`src/rtl/sdram_port_arbiter.sv`:
```
// sdram_port_arbiter
//   Shares the single SDRAMBus command port among N_CLI clients. Fixed priority
//   (lowest index wins) or round-robin selection. The grant is held until
//   i_sdram_finished, followed by one RELEASE cycle. An optional watchdog aborts
//   a transaction that never finishes.
// Ports
//   i_clk, i_rst            clock, async active-high reset
//   i_rr_mode, i_cli_en     arbitration mode, per-client enable mask
//   i_cli_read/_write       per-client level requests
//   i_cli_addr/_writedata   packed per-client address / write data
//   o_cli_readdata          SDRAM read data broadcast to all clients
//   o_cli_finished          one-hot completion pulse to the granted client
//   o_sdram_*, i_sdram_*    SDRAMBus command port
//   o_busy, o_grant_idx     status: not idle, current/last grant
//   o_conflict, o_timeout   read+write collision pulse, sticky watchdog flag
//
//   state   | meaning
//   IDLE    | no command; arbitrate and latch a winner
//   BUSY    | command driven, waiting for i_sdram_finished or watchdog
//   RELEASE | one idle cycle so the finished client can drop its request
module sdram_port_arbiter #(
    parameter int N_CLI   = 5,
    parameter int ADDR_W  = 23,
    parameter int DATA_W  = 32,
    parameter int TIMEOUT = 1024
) (
    input  logic                      i_clk,
    input  logic                      i_rst,
    input  logic                      i_rr_mode,
    input  logic [N_CLI-1:0]          i_cli_en,
    input  logic [N_CLI-1:0]          i_cli_read,
    input  logic [N_CLI-1:0]          i_cli_write,
    input  logic [N_CLI*ADDR_W-1:0]   i_cli_addr,
    input  logic [N_CLI*DATA_W-1:0]   i_cli_writedata,
    output logic [DATA_W-1:0]         o_cli_readdata,
    output logic [N_CLI-1:0]          o_cli_finished,
    output logic                      o_sdram_read,
    output logic                      o_sdram_write,
    output logic [ADDR_W-1:0]         o_sdram_addr,
    output logic [DATA_W-1:0]         o_sdram_writedata,
    input  logic [DATA_W-1:0]         i_sdram_readdata,
    input  logic                      i_sdram_finished,
    output logic                      o_busy,
    output logic [$clog2(N_CLI)-1:0]  o_grant_idx,
    output logic                      o_conflict,
    output logic                      o_timeout
);
    localparam int IDX_W   = $clog2(N_CLI);
    localparam int WD_W    = (TIMEOUT > 1) ? $clog2(TIMEOUT) : 1;
    localparam int TO_LAST = (TIMEOUT > 0) ? TIMEOUT - 1 : 0;
    localparam bit WD_EN   = (TIMEOUT > 0);

    typedef enum logic [1:0] {IDLE, BUSY, RELEASE} state_t;

    state_t              state_q;
    logic [IDX_W-1:0]    grant_q;
    logic [IDX_W-1:0]    ptr_q;
    logic [ADDR_W-1:0]   addr_q;
    logic [DATA_W-1:0]   wdata_q;
    logic                rd_q;
    logic                wr_q;
    logic                conflict_q;
    logic                timeout_q;
    logic [WD_W-1:0]     wd_cnt_q;

    logic [N_CLI-1:0]    req;
    logic                found;
    logic [IDX_W-1:0]    win;
    logic [IDX_W-1:0]    cand;
    logic [ADDR_W-1:0]   sel_addr;
    logic [DATA_W-1:0]   sel_wdata;
    logic                sel_rd;
    logic                sel_wr;
    logic                wd_hit;
    logic                fin_evt;

    always_comb begin
        req       = i_cli_en & (i_cli_read | i_cli_write);
        found     = 1'b0;
        win       = '0;
        cand      = '0;
        sel_addr  = '0;
        sel_wdata = '0;
        sel_rd    = 1'b0;
        sel_wr    = 1'b0;
        // Round-robin scans ptr+1 .. ptr+N_CLI so the last winner goes last.
        for (int k = 0; k < N_CLI; k++) begin
            if (i_rr_mode)
                cand = IDX_W'((int'(ptr_q) + 1 + k) % N_CLI);
            else
                cand = IDX_W'(k);
            if (!found && req[cand]) begin
                found = 1'b1;
                win   = cand;
            end
        end
        for (int i = 0; i < N_CLI; i++) begin
            if (win == IDX_W'(i)) begin
                sel_addr  = i_cli_addr[i*ADDR_W +: ADDR_W];
                sel_wdata = i_cli_writedata[i*DATA_W +: DATA_W];
                sel_rd    = i_cli_read[i];
                sel_wr    = i_cli_write[i];
            end
        end
    end

    assign wd_hit  = WD_EN && (wd_cnt_q == WD_W'(TO_LAST));
    assign fin_evt = (state_q == BUSY) && (i_sdram_finished || wd_hit);

    always_ff @(posedge i_clk or posedge i_rst) begin
        if (i_rst) begin
            state_q    <= IDLE;
            grant_q    <= '0;
            ptr_q      <= IDX_W'(N_CLI - 1);
            addr_q     <= '0;
            wdata_q    <= '0;
            rd_q       <= 1'b0;
            wr_q       <= 1'b0;
            conflict_q <= 1'b0;
            timeout_q  <= 1'b0;
            wd_cnt_q   <= '0;
        end else begin
            conflict_q <= 1'b0;
            case (state_q)
                IDLE: begin
                    if (found) begin
                        grant_q    <= win;
                        addr_q     <= sel_addr;
                        wdata_q    <= sel_wdata;
                        // write wins when a client raises both
                        wr_q       <= sel_wr;
                        rd_q       <= sel_rd & ~sel_wr;
                        conflict_q <= sel_rd & sel_wr;
                        wd_cnt_q   <= '0;
                        if (i_rr_mode)
                            ptr_q <= win;
                        state_q    <= BUSY;
                    end
                end
                BUSY: begin
                    if (i_sdram_finished || wd_hit) begin
                        rd_q    <= 1'b0;
                        wr_q    <= 1'b0;
                        state_q <= RELEASE;
                        if (!i_sdram_finished)
                            timeout_q <= 1'b1;
                    end else begin
                        wd_cnt_q <= wd_cnt_q + 1'b1;
                    end
                end
                RELEASE: state_q <= IDLE;
                default: state_q <= IDLE;
            endcase
        end
    end

    assign o_cli_readdata    = i_sdram_readdata;
    assign o_cli_finished    = fin_evt ? (N_CLI'(1) << grant_q) : '0;
    assign o_sdram_read      = rd_q;
    assign o_sdram_write     = wr_q;
    assign o_sdram_addr      = addr_q;
    assign o_sdram_writedata = wdata_q;
    assign o_busy            = (state_q != IDLE);
    assign o_grant_idx       = grant_q;
    assign o_conflict        = conflict_q;
    assign o_timeout         = timeout_q;
endmodule

```
`config.mk`:
```
export PLATFORM = sky130hd
export DESIGN_NAME = sdram_port_arbiter
export DESIGN_NICKNAME = d
export VERILOG_FILES = /design/src/rtl/sdram_port_arbiter.sv
export SDC_FILE = /design/constraint.sdc
export NUM_CORES = 1
export LEC_CHECK = 0
export ABC_AREA = 1
export ABC_CLOCK_PERIOD_IN_PS = 11300
export BUFFER_PORTS_ARGS = -buffer_cell sky130_fd_sc_hd__buf_2
export CAP_MARGIN = 10
export CELL_PAD_IN_SITES_DETAIL_PLACEMENT = 1
export CELL_PAD_IN_SITES_GLOBAL_PLACEMENT = 2
export CORE_MARGIN = 3
export CORE_UTILIZATION = 24
export DETAILED_ROUTE_END_ITERATION = 6
export GPL_ROUTABILITY_DRIVEN = 1
export HOLD_SLACK_MARGIN = 0.06
export PLACE_DENSITY = 0.86
export REMOVE_ABC_BUFFERS = 1
export SETUP_SLACK_MARGIN = 0.15
export SLEW_MARGIN = 30
export SYNTH_ARGS = -nofsm -noshare
export SYNTH_HDL_FRONTEND = slang
export SYNTH_SLANG_ARGS = --single-unit
```
`constraint.sdc`:
```
create_clock -name i_clk -period 11.3 [get_ports i_clk]
set_input_delay 0.565 -clock i_clk [delete_from_list [all_inputs] [get_ports i_clk]]
set_output_delay 0.565 -clock i_clk [all_outputs]
set_load 0.01 [all_outputs]
```
== Word level (Yosys, flattened, before mapping) ==
Cells that the tools add are included.
Storage, ports and cells
  register bits after elaboration: 77
  input bits: 326
  output and inout port bits: 100
  logic and storage cells: 121
Operators by class
  add/sub/neg operators: 6
  divide/modulo/power cells: 5
  magnitude comparators: 5
  eq/ne operators: 9
  shifts and indexed selects: 1
  muxes and demuxes: 59
  bitwise gates (word level): 6
  reductions and logical operators: 20
Operator list (number)
  32-bit by 4-bit modulo with 32-bit output (second input constant): 5
  32-bit two-way mux: 5
  23-bit two-way mux: 5
  32-bit by 3-bit adder with 32-bit output (second input constant): 2
  32-bit by 2-bit adder with 32-bit output (second input constant): 1
  3-bit two-way mux: 10
  1-bit two-way mux: 25
  3-bit by 4-bit < comparator with 1-bit output (second input constant): 5
  10-bit two-way mux: 2
  10-bit case mux with 2 select lines: 1
  1-bit binary-select mux with 3-bit select: 5
  3-bit AND reduction: 4
  10-bit by 1-bit adder with 10-bit output (second input constant): 1
  10-bit == test (second input constant): 1
  3-bit by 2-bit == test with 1-bit output (second input constant): 2
  4-bit by 3-bit adder with 5-bit output (second input constant): 1
  5-bit bitwise AND: 1
  1-bit logical AND: 5
  5-bit two-way mux: 1
  5-bit OR: 1
  1-bit by 3-bit << shifter with 5-bit output (first input constant): 1
  3-bit by 1-bit adder with 4-bit output (second input constant): 1
  1-bit logical NOT: 4
  2-bit two-way mux: 2
  14 further kinds: 20

== Longest topological paths before layout ==
Gate-level depths: netlist (run 1).
  depth after elaboration: 28
  mapped depth: 48

== Worst setup path after synthesis (run 1) ==
OpenSTA, ideal clock, no wires.
  kind: register to output
  from: reg ptr_q[0] (netlist name)
  to: out o_cli_finished[0]
  arrival: 5073 ps
  data required time: 10735 ps
  setup slack: 5662 ps
  cell stages (with the launch flop): 42
  cells stage by stage: dfrtp_1 buf_4 inv_4 ha_1 buf_2 inv_1 ha_1 nand2_1 nand2_1 nand2_1 nand2_2 a21oi_1 nand2_1 nand2_1 inv_1 ha_1 nand3_1 nand2_1 [... 6 more ...] nor2_1 a21oi_1 nand2_1 o21ai_0 nand2_2 nand2_2 nand3_1 inv_1 nand3_1 nor2_1 inv_1 nand2_4 nor2_4 nand3b_1 nand2_1 nor2_1 inv_1 nor4_1
RTL lines
  to (decl): RTL line 36  | output logic [N_CLI-1:0] o_cli_finished,

== Worst setup path in the final report (run 1) ==
  from: reg ptr_q[0]
  to: reg wd_cnt_q[9]
On the way
  cells in the longest elaborated chain, start to end: 20
Ends and longest elaborated chain
  from (decl): RTL line 57  | logic [IDX_W-1:0] ptr_q;
  from (signal assigned): RTL line 114  | ptr_q <= IDX_W'(N_CLI - 1);
  from (signal assigned): RTL line 136  | ptr_q <= win;
  3-bit by 1-bit adder with 4-bit output *: RTL line 89  | cand = IDX_W'((int'(ptr_q) + 1 + k) % N_CLI);
  parallel branches: the longest is 16 deep, another holds 32-bit by 2-bit adder with 32-bit output
  1-bit two-way mux *: RTL line 92  | if (!found && req[cand]) begin
  2-bit inequality test (no line) *
  3-bit AND reduction (no line) *
  to (signal assigned): RTL line 148  | wd_cnt_q <= wd_cnt_q + 1'b1;
  to (decl): RTL line 64  | logic [WD_W-1:0] wd_cnt_q;
Mark *: on every way between the ends. The select of a mux whose other input is x is not followed.
A chain may end at the register's enable or synchronous reset.

==> results of run 1 <==
area by class of cell:
class                   count  area [µm²]
diodes                      9        22.5
clock buffers               9         225
clock inverters             7        77.6
fillers                  4382       22500
inverters                  98         373
multi-input cells        1023        5080
flip-flops and latches     77        1930
well taps                 442         553
repair buffers            371        1880
cell families after synthesis:
| family | after synthesis |
|---|---|
| simple gates | 823 |
| buf+inv | 193 |
| fa+ha+maj | 39 |
| xor+xnor | 11 |
| flops | 77 |
| compound gates | 150 |
flip-flops by register name, indices dropped and copies added, names as in the netlist:
register           cells
o_sdram_read           1
o_timeout              1
wd_cnt_q              10
o_sdram_writedata     32
state_q                2
o_grant_idx            3
o_sdram_addr          23
ptr_q                  3
o_conflict             1
o_sdram_write          1
worst register-to-register path: cells and delay by family, from the launching register on:
kind,cells,cell delay [ns]
AOI/OAI and AO/OA,3,0.39
xor gates and xnor gates,2,0.41
adders and majority gates,4,1.35
buffers and inverters,7,1.56
DFF,1,0.32
and+or+nand+nor,28,3.41
cells in the mapped netlist (all sizes together), types with 2 or more instances:
cell type / instances / share of area, %
a21boi: 2 / 0.19
a21oi: 10 / 0.72
a22oi: 2 / 0.19
buf: 79 / 6.8
clkbuf: 16 / 0.75
dfrtp: 76 / 24
ha: 39 / 6.1
inv: 97 / 4.6
nand2: 455 / 22
nand3: 178 / 12
nand3b: 6 / 0.61
nand4: 19 / 1.6
nor2: 148 / 8.1
nor3: 4 / 0.25
nor4: 4 / 0.31
o211ai: 4 / 0.38
o21ai: 129 / 8.3
or2: 8 / 0.63
xor2: 10 / 1.2
metal layers:
layer,global-route usage (%),vias to the layer above,wire (µm)
met5,0,-,56
met4,6.23,10,952
met3,5.01,49,2370
met2,37.4,273,19200
met1,26.5,4608,17200
li1,-,4708,-
placed cells by master (no fill, tap or decap), drive strengths merged, types with 2 or more instances in the layout:
| master | n |
|---|---|
| nor4 | 4 |
| nand2 | 455 |
| or2 | 8 |
| clkbuf | 9 |
| nand4 | 19 |
| a22oi | 2 |
| buf | 371 |
| nand3 | 178 |
| dfrtp | 76 |
| nor3 | 4 |
| inv | 99 |
| clkinv | 5 |
| nor2 | 148 |
| ha | 39 |
| nand3b | 6 |
| o211ai | 4 |
| a21oi | 10 |
| o21ai | 129 |
| diode | 9 |
| xor2 | 10 |
| a21boi | 2 |
how the worst max path moves through the flow:
stage                   to  slack (ns)
2_1_floorplan     ptr_q[0]        3.43
3_3_place_gp    o_conflict        4.04
3_5_place_dp    o_conflict        3.75
4_1_cts         o_conflict        3.72
5_1_grt        wd_cnt_q[9]        2.88
6_report       wd_cnt_q[9]        3.73
per-stage QoR:
step	setup WS, ns	area [µm²]	hold slack (ns)
floorplan	3.43	7360	0.501
global route	2.88	10100	0.327
global placement	4.04	9810	0.458
detailed placement	3.75	9810	0.463
CTS	3.72	10100	0.306
finish	3.73	10100	0.279
==> flow_metrics.tcl, run 1 <==
set metrics [dict create \
    status "complete, no violations" \
    hold_class "primary input to asynchronous set/reset pin" \
    cpMostUsedCell "nand2_1" \
    synth-seq-area-share_pct 24.2 \
    area_delta_synth_final_pct 27.4 \
    cts_buffer_depth 2 \
    syn_inst 1293 \
    grtUsageTotal_pct 21.5 \
    synthSimpleGateAreaFrac_pct 46.1 \
    num_rows 66 \
    cts-resized-gates 0 \
    grt_max_degree 63 \
    placed_cells 2011 \
    yosysUniqueCellTypes 47 \
    muxShareOfSynthArea_pct 0 \
    clkTransAtPathRegs_ns 0.07 \
    io_buffers 361 \
    synth-adder-area-share_pct 6.13 \
    ys_async_sr_fraction_pct 100 \
    antenna_found_initial 11 \
    cp.buffers_inverters 7 \
    synth_top_family_by_area "simple AND/OR/NAND/NOR gates" \
    start_util_pct 24.4 \
    max_cap_violations 0 \
    crit_path_max_incr_delay_ns 0.66 \
    dr.pass1.iters 4 \
    dpl.hpwl_um 32000 \
    via_per_inst 4.74 \
    post-route-util_pct 31.1 \
    endpoint_kind "flop" \
    wl_um 39800 \
    place_congestion 0.915 \
    synth_xor_area_share_pct 1.30 \
    io_pins 426 \
    cts_tree "yes" \
    crit_start "ptr_q[0]" \
    tns_ns 0 \
    drc 0 \
    cts_setup_buffers 0 \
    vias 9648 \
    fin_crit_sh_pct 67.0 \
    avgSynthCellArea_um2 6.16 \
    synth_compound_area_share_pct 10.0 \
    routedWlPerCell_um 19.5 \
    fin_skew_ns 0.0170 \
    slowest_stage "ha_1" \
    hold_violations 0 \
    root_buffer "clkbuf_16" \
    rr_endpoint "wd_cnt_q[9]" \
    die_h_um 188 \
    worstMarginPinSlew_ns 0.962 \
    critical_path_arrival_ns 7.77 \
    dr.first_iter.drc_count 452 \
    synth_area_um2 7960 \
    ant_nets 0 \
    path_depth 44 \
    die_w_um 188 \
    rsz0062_at_grt "false" \
    grt_pass1_wl_um 59400 \
    worstReg2RegStart "ptr_q[0]" \
    ctsHoldBuffers 0 \
    die_area_um2 35400 \
    final_cells 2036 \
    min_period_ns 7.57 \
    grt_pass1_vias 10132 \
    fin_nets 1945 \
    cp_max_fo 59 \
    htree_levels 3 \
    path_class "flop to flop" \
    grt_overflow 0 \
    coreArea_um2 32600 \
    clock-sinks 77 \
    synth_edf_count 0 \
    drive_gt1_share_pct 29.1 \
    ys.warnings.count 0 \
    synth_top_flop_cell "dfrtp_1" \
    maxSlewHeadroom_pct 35.2 \
    ys_seq_elements 77 \
    r2r_setup_slack_ns 3.73 \
    clk-insertion-delay-late_ns 0.34 \
    fmax_mhz 132 \
    setup_violations 0 \
    critical-path-top-delay-family "simple AND/OR/NAND/NOR gates" \
    cp-start-kind "flop" \
    numCtsBuffers 9 \
    required_ns 11.50 \
    slew_violations 0 \
    rr_worst_depth 44 \
]
Power of run 1 is left out: the tool's default activity adds up to more than one toggle a clock period on the data nets, which glitch-free logic cannot reach.
==> run 2, diff against run 1 <==
ABC_AREA = 0   (was 1)
ABC_CLOCK_PERIOD_IN_PS = 7600   (was 11300)
CORE_UTILIZATION = 26   (was 24)
PLACE_DENSITY = 0.82   (was 0.86)
clock period = 7.6 ns   (was 11.3 ns; I/O delays follow)
==> run 2 against run 1 <==
Net effect:
- non-clock buffer count rose by 28
- global-route usage rose by 1.2 points
- worst hold slack got worse by 0.021 ns
- critical path depth is 23 lower
==> flow_metrics.tcl, run 2 <==
set metrics [dict create \
    status "complete, no violations" \
    dpl.hpwl_um 35400 \
    fillCellCount 4364 \
    whs_endpoint "o_timeout" \
    drc 0 \
    worstMarginPinSlew_ns 0.800 \
    ys_seq_elements 77 \
    num_rows 68 \
    netlist_top_cells_count "130 x o21ai_0, 118 x and3_1, 114 x nand2_1" \
    fin_crit_sh_pct 91.0 \
    path_class "flop to flop" \
    dr.first_iter.drc_count 570 \
    htree_levels 3 \
    hold_violations 0 \
    max_cap_violations 0 \
    synth_top_flop_cell "dfrtp_1" \
    fin_skew_ns 0.0122 \
    required_ns 7.83 \
    clock-sinks 77 \
    clkTransAtPathRegs_ns 0.08 \
    root_buffer "clkbuf_16" \
    fin_nets 1863 \
    endpoint_kind "flop" \
    final_cell_mix "361 x buf_2, 130 x o21ai_0, 117 x and3_1, 114 x nand2_1, 112 x nor2_1" \
    vias 10633 \
    slew_violations 0 \
    syn_inst 1219 \
    rsz0062_at_grt "false" \
    rr_endpoint "o_conflict" \
    synth_top_area_share_pct 20.7 \
    yosysMostFrequentCell "o21ai_0" \
    cts_buffer_depth 2 \
    fin_area_um2 11700 \
    hold_depth 2 \
    grt_pass1_wl_um 67400 \
    fmax_mhz 145 \
    start_util_pct 26.5 \
    critical_path_arrival_ns 7.15 \
    grt_overflow 0 \
    largest_register_ffs 32 \
    cp_max_fo 69 \
    die_w_um 194 \
    synth-seq-area-share_pct 21.0 \
    layout.cells.most_common "buf_2" \
    cp-start-kind "flop" \
    ant_nets 0 \
    grt_pass1_vias 10902 \
    die_area_um2 37700 \
    worstReg2RegStart "ptr_q[0]" \
    place_area_um2 11200 \
    coreArea_um2 34700 \
    routedWlPerCell_um 23.3 \
    synth_edf_count 0 \
    r2r_setup_slack_ns 0.69 \
    synth_area_um2 9200 \
    dr.pass1.iters 4 \
    via_per_inst 5.41 \
    hold_class "primary input to flop" \
    min_period_ns 6.91 \
    yosysUniqueCellTypes 101 \
    min_from "i_sdram_finished" \
    maxSlewHeadroom_pct 46.1 \
    io_pins 426 \
    io_buffers 361 \
    grt_max_degree 153 \
    antenna_found_initial 14 \
    die_h_um 194 \
    numCtsBuffers 9 \
    avgSynthCellArea_um2 7.54 \
    clk-insertion-delay-late_ns 0.35 \
    area_delta_synth_final_pct 27.4 \
    drive_gt1_share_pct 32.1 \
    yosys.area.top_type "dfrtp_1" \
    ys_async_sr_fraction_pct 100 \
    wl_um 45900 \
    grtUsageTotal_pct 22.7 \
    ys.warnings.count 0 \
    synth_area_leaders "dfrtp_1 21%, a21boi_0 8.9%, and3_1 8.0%" \
    cts_tree "yes" \
    place_congestion 0.932 \
    rr_worst_depth 21 \
    setup_violations 0 \
]
-- run 2: cell count changes after synthesis, moves of 57 or more --
cell / before / now
and3_1: 0 / 118
nand2_1: 435 / 114
o21ai_0: 64 / 130
inv_1: 87 / 30
nand3_1: 165 / 9
a21boi_0: 1 / 109
-- run 2: final cells by class --
cell class / count / area [µm²] / area share (%)
antenna: 6 / 15.0 / 0.128
multi-input combinational: 976 / 6540 / 55.8
timing repair buffer: 399 / 2220 / 18.9
inverter: 35 / 133 / 1.13
clock buffer: 9 / 225 / 1.92
tap: 455 / 569 / 4.86
clock inverter: 7 / 92.6 / 0.790
sequential: 77 / 1930 / 16.5
-- run 2: what timing repair did --
item	4_1_cts	5_1_grt
hold buffers	1	0
setup buffers	0	6
endpoints found under the hold margin	13	0
endpoints found under the setup margin	0	59
resized for setup	0	8
-- run 2: kinds of logic (layout without fill, tap and decap cells) --
group,Yosys count,in the layout,synth area share [%]
buf+inv,166,450,8.76
flops,77,77,21.0
xor+xnor,17,17,1.70
mux,33,33,3.76
other cells,0,6,0
simple gates,447,447,25.2
compound gates,440,440,34.3
fa+ha+maj,39,39,5.31
-- run 2: how the worst max path moves through the flow --
stage / startpoint / slack (ns) / end / depth (start not counted)
6_report: ptr_q[0] / 0.69 / o_conflict / 21
5_1_grt: ptr_q[0] / 0.21 / o_sdram_writedata[21] / 25
4_1_cts: ptr_q[0] / 0.21 / o_conflict / 24
3_5_place_dp: ptr_q[0] / 0.27 / o_conflict / 22
3_3_place_gp: ptr_q[0] / 0.59 / o_conflict / 24
2_1_floorplan: ptr_q[0] / -4.74 / o_sdram_write / 24
-- run 2: stage by stage --
stage                     util (%)  setup WS (ns)  hold slack (ns)  setup TNS (ns)  cells
final                         33.8          0.686            0.259               0   1964
after global routing          33.7          0.211            0.247               0   1963
after CTS                     33.3          0.211            0.237               0   1950
after detailed placement      32.4          0.266            0.356               0   1933
after global placement        32.4          0.592            0.355               0   1933
after floorplan                  -          -4.74            0.472         -303.45   1088
-- run 2: worst max-delay path, stage by stage (launching register included) --
cell       delay, ns
dfrtp_1         0.51
ha_1            0.40
xor2_2          0.29
buf_4           0.27
ha_1            0.34
nor2b_2         0.38
a211o_1         0.15
ha_1            0.22
inv_1           0.13
o32ai_1         0.10
o221a_1         0.25
o21ai_0         0.65
mux2i_1         0.26
o211ai_1        0.24
o2111ai_1       0.18
o22ai_1         0.20
or4b_1          0.60
a32oi_4         0.43
buf_12          0.29
a2bb2oi_1       0.11
a221o_1         0.39
a2111oi_2       0.38
-- run 2: layer usage --
metal	vias up	global-route usage (%)	routed length, µm
met1	5159	28.4	19100
met4	14	7.39	1150
li1	5031	-	-
met2	373	38.4	22400
met3	56	5.54	3040
met5	-	0.383	111
Power of run 2 is left out for the same reason.
